===== src/rtl/pixie_dma_host.sv =====
// CDP1802-side bus model for the pixie display: sequences sc, serves DMA-out from R0 and
// emulates the interrupt routine that reloads R0. Optional DMA byte counter: PIXIE_DMA_COUNT_EN.
module pixie_dma_host #(
   parameter int unsigned CYCLE_LEN  = 8,
   parameter logic [15:0] FRAME_BASE = 16'h0900,
   parameter int unsigned ISR_CYCLES = 24
) (
   input  logic        clk_i,
   input  logic        reset_i,
   input  logic        clk_enable_i,
   input  logic        dmao_i,
   input  logic        int_req_i,
   output logic [1:0]  sc_o,
   output logic [15:0] mem_addr_o,
   output logic        mem_rd_o,
   input  logic [7:0]  mem_data_i,
   output logic [7:0]  data_o,
   output logic        ie_o,
   output logic [7:0]  dma_count_o
);

   localparam int unsigned      TickW    = (CYCLE_LEN > 1) ? $clog2(CYCLE_LEN) : 1;
   localparam logic [TickW-1:0] TickLast = TickW'(CYCLE_LEN - 1);
   localparam logic [TickW-1:0] TickCap  = TickW'(1);
   localparam logic [7:0]       IsrLoad  = 8'(ISR_CYCLES);

   localparam logic [1:0] ScFetch = 2'b00;
   localparam logic [1:0] ScExec  = 2'b01;
   localparam logic [1:0] ScDma   = 2'b10;
   localparam logic [1:0] ScInt   = 2'b11;

   logic [TickW-1:0] tick_q, tick_d;
   logic [1:0]       sc_q, sc_d, sc_next;
   logic [15:0]      r0_q, r0_d;
   logic [15:0]      addr_q, addr_d;
   logic             rd_q, rd_d;
   logic [7:0]       data_q, data_d;
   logic             ie_q, ie_d;
   logic [7:0]       isr_q, isr_d;
   logic             at_wrap, dma_cap, int_entry;

   assign at_wrap   = clk_enable_i && (tick_q == TickLast);
   assign dma_cap   = clk_enable_i && (sc_q == ScDma) && (tick_q == TickCap);
   assign int_entry = at_wrap && (sc_next == ScInt);

   always_comb begin
      if (dmao_i) begin
         sc_next = ScDma;
      end else if (int_req_i && ie_q) begin
         sc_next = ScInt;
      end else if (sc_q == ScFetch) begin
         sc_next = ScExec;
      end else begin
         sc_next = ScFetch;
      end
   end

   // Address/strobe and the ISR effects are registered on the wrap so they are
   // visible during tick 0 of the new cycle; RAM data then arrives for tick 1.
   always_comb begin
      tick_d = tick_q;
      sc_d   = sc_q;
      r0_d   = r0_q;
      addr_d = addr_q;
      rd_d   = rd_q;
      data_d = data_q;
      ie_d   = ie_q;
      isr_d  = isr_q;
      if (clk_enable_i) begin
         if (tick_q == '0) begin
            rd_d = 1'b0;
         end
         if (dma_cap) begin
            data_d = mem_data_i;
            r0_d   = r0_q + 16'd1;
         end
         if (at_wrap) begin
            tick_d = '0;
            sc_d   = sc_next;
            if (isr_q != 8'd0) begin
               isr_d = isr_q - 8'd1;
               if (isr_q == 8'd1) begin
                  ie_d = 1'b1;
               end
            end
            if (sc_next == ScDma) begin
               addr_d = r0_q;
               rd_d   = 1'b1;
            end
            if (int_entry) begin
               ie_d  = (IsrLoad == 8'd0);
               r0_d  = FRAME_BASE;
               isr_d = IsrLoad;
            end
         end else begin
            tick_d = tick_q + 1'b1;
         end
      end
   end

   always_ff @(posedge clk_i or posedge reset_i) begin
      if (reset_i) begin
         tick_q <= '0;
         sc_q   <= ScFetch;
         r0_q   <= FRAME_BASE;
         addr_q <= 16'h0000;
         rd_q   <= 1'b0;
         data_q <= 8'h00;
         ie_q   <= 1'b1;
         isr_q  <= 8'd0;
      end else begin
         tick_q <= tick_d;
         sc_q   <= sc_d;
         r0_q   <= r0_d;
         addr_q <= addr_d;
         rd_q   <= rd_d;
         data_q <= data_d;
         ie_q   <= ie_d;
         isr_q  <= isr_d;
      end
   end

`ifdef PIXIE_DMA_COUNT_EN
   logic [7:0] cnt_q, cnt_d;

   always_comb begin
      cnt_d = cnt_q;
      if (int_entry) begin
         cnt_d = 8'h00;
      end else if (dma_cap && (cnt_q != 8'hFF)) begin
         cnt_d = cnt_q + 8'd1;
      end
   end

   always_ff @(posedge clk_i or posedge reset_i) begin
      if (reset_i) begin
         cnt_q <= 8'h00;
      end else begin
         cnt_q <= cnt_d;
      end
   end

   assign dma_count_o = cnt_q;
`else
   assign dma_count_o = 8'h00;
`endif

   assign sc_o       = sc_q;
   assign mem_addr_o = addr_q;
   assign mem_rd_o   = rd_q;
   assign data_o     = data_q;
   assign ie_o       = ie_q;

endmodule


===== config.mk =====
export PLATFORM = sky130hd
export DESIGN_NAME = pixie_dma_host
export DESIGN_NICKNAME = d
export VERILOG_FILES = /design/src/rtl/pixie_dma_host.sv
export SDC_FILE = /design/constraint.sdc
export NUM_CORES = 1
export LEC_CHECK = 0
export CORE_MARGIN = 4
export CORE_UTILIZATION = 30
export DETAILED_ROUTE_END_ITERATION = 8
export SETUP_SLACK_MARGIN = 0.5
export SLEW_MARGIN = 25
export SYNTH_ARGS = -nofsm -noshare
export SYNTH_HDL_FRONTEND = slang
export SYNTH_SLANG_ARGS = --single-unit

===== constraint.sdc =====
create_clock -name clk_i -period 5.18 [get_ports clk_i]
set_input_delay 1.554 -clock clk_i [delete_from_list [all_inputs] [get_ports clk_i]]
set_output_delay 1.554 -clock clk_i [all_outputs]
set_load 0.01 [all_outputs]

==> run summary <==
Maximum fanout along the worst path: 15
Yosys top cell by area: dfrtp_1
Vias in the first global route: 1,825
Clk_lat worst skew: 0.31 ns
Type of the tightest min-delay check: reg -> reg
Final hold vios: 0
Switching power: 296 uW
Max transition margin: 38.6%
Overall power: 1.02 mW
Post-DP HPWL: 3610 um
Longest Clk Path Bufs: 2
# DRC: 0
CTS tree: done
WP data required: 5.41 ns
Final instance area: 0.00315 mm^2
CP bufs+invs: 1
Synth top area cells: dfrtp_1 (50%), mux2_2 (6.5%), mux2_1 (3.5%)
Synth top area share: 50.2%
Starting DRT DRC Count: 56
PwrDens: 324 mW/mm^2
Post-synth EDFFs: 0
P_int: 723 uW
Number of endpoints failing setup at the final stage: 0
Worst-path cell chain: clkdlybuf4s50_1 > and4bb_1 > nand3_2 > or4_1 > a21oi_1
Initial core utilization: 31.2%
Most frequent cell after synthesis: dfrtp_1
Delay-heaviest family, CP: simple AND/OR/NAND/NOR gates
Antenna-violating nets left: 0
Sequential share of the synthesized area: 53.3%
Root Buffer: clkbuf_8
Die ar.: 0.0102 mm^2
Synth top cells by count: dfrtp_1 (52), nor2_1 (18), nand2_1 (16)
Routed len/inst: 13.0 um
Vias per inst: 4.82
Boundary pin count: 49
Worst setup margin: 1.72 ns
Setup TNS: 0 ns
Nets: 288
Number of gates resized after CTS: 0
FF+latch count, synth: 55
Fmax: 289 MHz
CTS buffer count: 5
CP arrival: 3.69 ns
Critical Path End Type: register
Initial antenna violation count: 0
Gpl congestion: 0.761
Clock Sinks: 55
Clk_skew: 0.0124 ns
All-layer global routing usage: 10.4%
Yosys warning count: 0
Startpoint types: input port
Row cnt: 33
Congestion Overflow GR: 0
Number of hold buffers added after CTS: 0
DR pass1 iterations: 4
DP Area: 0.00305 mm^2
Cells after synthesis: 229
Antenna diodes: 0
Fillers: 826
Hold Crit Depth: 2
Worst-path clk slew: 0.10 ns
Crit share post-route: 66.9%
Crit Path Class: in -> reg
Syn Area/Cell: 11.3 um^2
Net Sw Frac: 29.0%
Die Y: 101 um
Leakage: 1.43 nW
Worst path max stage delay: 0.77 ns
Area Overhead vs Synth: 21.5%
WP depth: 5
Worst path slowest cell: clkdlybuf4s50_1
Core area: 0.00830 mm^2
Peak VDD IR: 135 uV
Final Critical Period: 3.46 ns
Max-Cap Viols: 0
Post-synthesis cell type count: 46
Reg2Reg Depth: 6
Share of cells above drive strength 1: 11.9%
Outcome: completed
Port Buffer Count: 40
Sequential share of power: 52.8%
Final Slew Violations: 0
Cell Area, Synth: 0.00259 mm^2
Combinational Power Share: 23.5%
Worst-Margin Slew: 0.919 ns
First-pass GRT wire length: 8600 um
Largest net degree at the start of global routing: 30
Total number of vias: 1,802
Wirelength, routed: 4860 um
Synth async-reset ratio: 100%
Clock power share: 23.7%
Setup WS pre-CTS: 1.40 ns
Die X: 101 um
RSZ-0062 raised after global routing: false
Setup Buffers After CTS: 0
Most used DFF post-synth: dfrtp_1
H-tree depth: 2
[worst min-delay path, delay by kind of cell, from the launching register on]
| kind | cells | cell delay [ns] |
|---|---|---|
| simple gates | 2 | 0.10 |
| flops | 1 | 0.36 |
[worst paths after layout]
| kind | start | to | slack, ns |
|---|---|---|---|
| worst max-delay path | clk_enable_i | r0_q[15]$_DFFE_PP0P_ | 1.72 |
| worst min-delay path | mem_rd_o$_DFFE_PP0P_ | mem_rd_o$_DFFE_PP0P_ | 0.49 |
| worst max register to register | tick_q[0]$_DFFE_PP0P_ | isr_q[5]$_DFFE_PP0P_ | 2.89 |
| worst min register to register | mem_rd_o$_DFFE_PP0P_ | mem_rd_o$_DFFE_PP0P_ | 0.49 |
| max in group asynchronous | reset_i | r0_q[11]$_DFFE_PP1P_ | 2.76 |
| min in group asynchronous | reset_i | data_o[5]$_DFFE_PP0P_ | 1.59 |
[power by group through the flow]
stage          logic (mW)  clock network, mW  registers [mW]
6_report            0.240              0.242           0.538
5_1_grt             0.269              0.265           0.550
4_1_cts             0.245              0.254           0.540
3_5_place_dp        0.244                  0           0.548
3_3_place_gp        0.241                  0           0.546
2_1_floorplan       0.111                  0           0.555
[cells by family after synthesis]
| logic type | count (synthesis) | synth area share, % |
|---|---|---|
| xor+xnor | 8 | 2.71 |
| fa+ha+maj | 7 | 3.38 |
| mux | 25 | 10.8 |
| simple gates | 76 | 16.3 |
| buf+inv | 24 | 5.12 |
| compound gates | 33 | 8.31 |
| flops | 55 | 53.3 |
| other cells | 1 | 0.145 |
[cell type report]
class | instances | area [um^2] | share of cell area (%)
inverters | 8 | 30.0 | 0.954
flip-flops and latches | 55 | 1380 | 43.9
multi-input cells | 157 | 1100 | 35.1
clock inverters | 3 | 25.0 | 0.795
well taps | 105 | 131 | 4.17
repair buffers | 41 | 408 | 13.0
clock buffers | 5 | 68.8 | 2.19
[stage by stage]
step | cells | util [%] | hold WS, ns
6_report | 374 | 37.9 | 0.492
5_1_grt | 374 | 37.9 | 0.533
4_1_cts | 374 | 37.9 | 0.503
3_5_place_dp | 366 | 36.8 | 0.478
3_3_place_gp | 366 | 36.8 | 0.466
2_1_floorplan | 236 | - | 0.494
[routing by layer]
metal,vias to the layer above,GRT usage [%],routed length [um]
met5,-,0,0
met4,0,3.07,61
met3,7,2.08,184
met2,33,17.2,2270
met1,880,13.9,2350
li1,882,-,-
[flip-flops by register name (all words and copies together), names as in the netlist]
signal,cells
mem_addr_o,16
mem_rd_o,1
r0_q,16
sc_o,2
tick_q,3
data_o,8
ie_o,1
isr_q,8
[placed cells by master (no fill, tap or decap), types with 2 or more instances in the layout]
cell and count:
dfrtp_1 52, clkdlybuf4s50_1 40, nor2_1 18, nand2_1 16
mux2_2 15, nand3_1 10, a21oi_1 8, mux2_1 8
conb_1 8, or4_1 7, inv_1 7, ha_1 7
o31ai_1 6, o21ai_0 6, xor2_1 6, clkbuf_8 5
nand4_1 4, and3_1 3, and2_1 3, nor3_1 3
dfstp_2 3, xnor2_1 2, o21a_1 2, mux2i_1 2
a31oi_1 2, a211oi_1 2, a211o_1 2, o211ai_1 2
clkinv_4 2
Power figures use the tool's default switching activity.
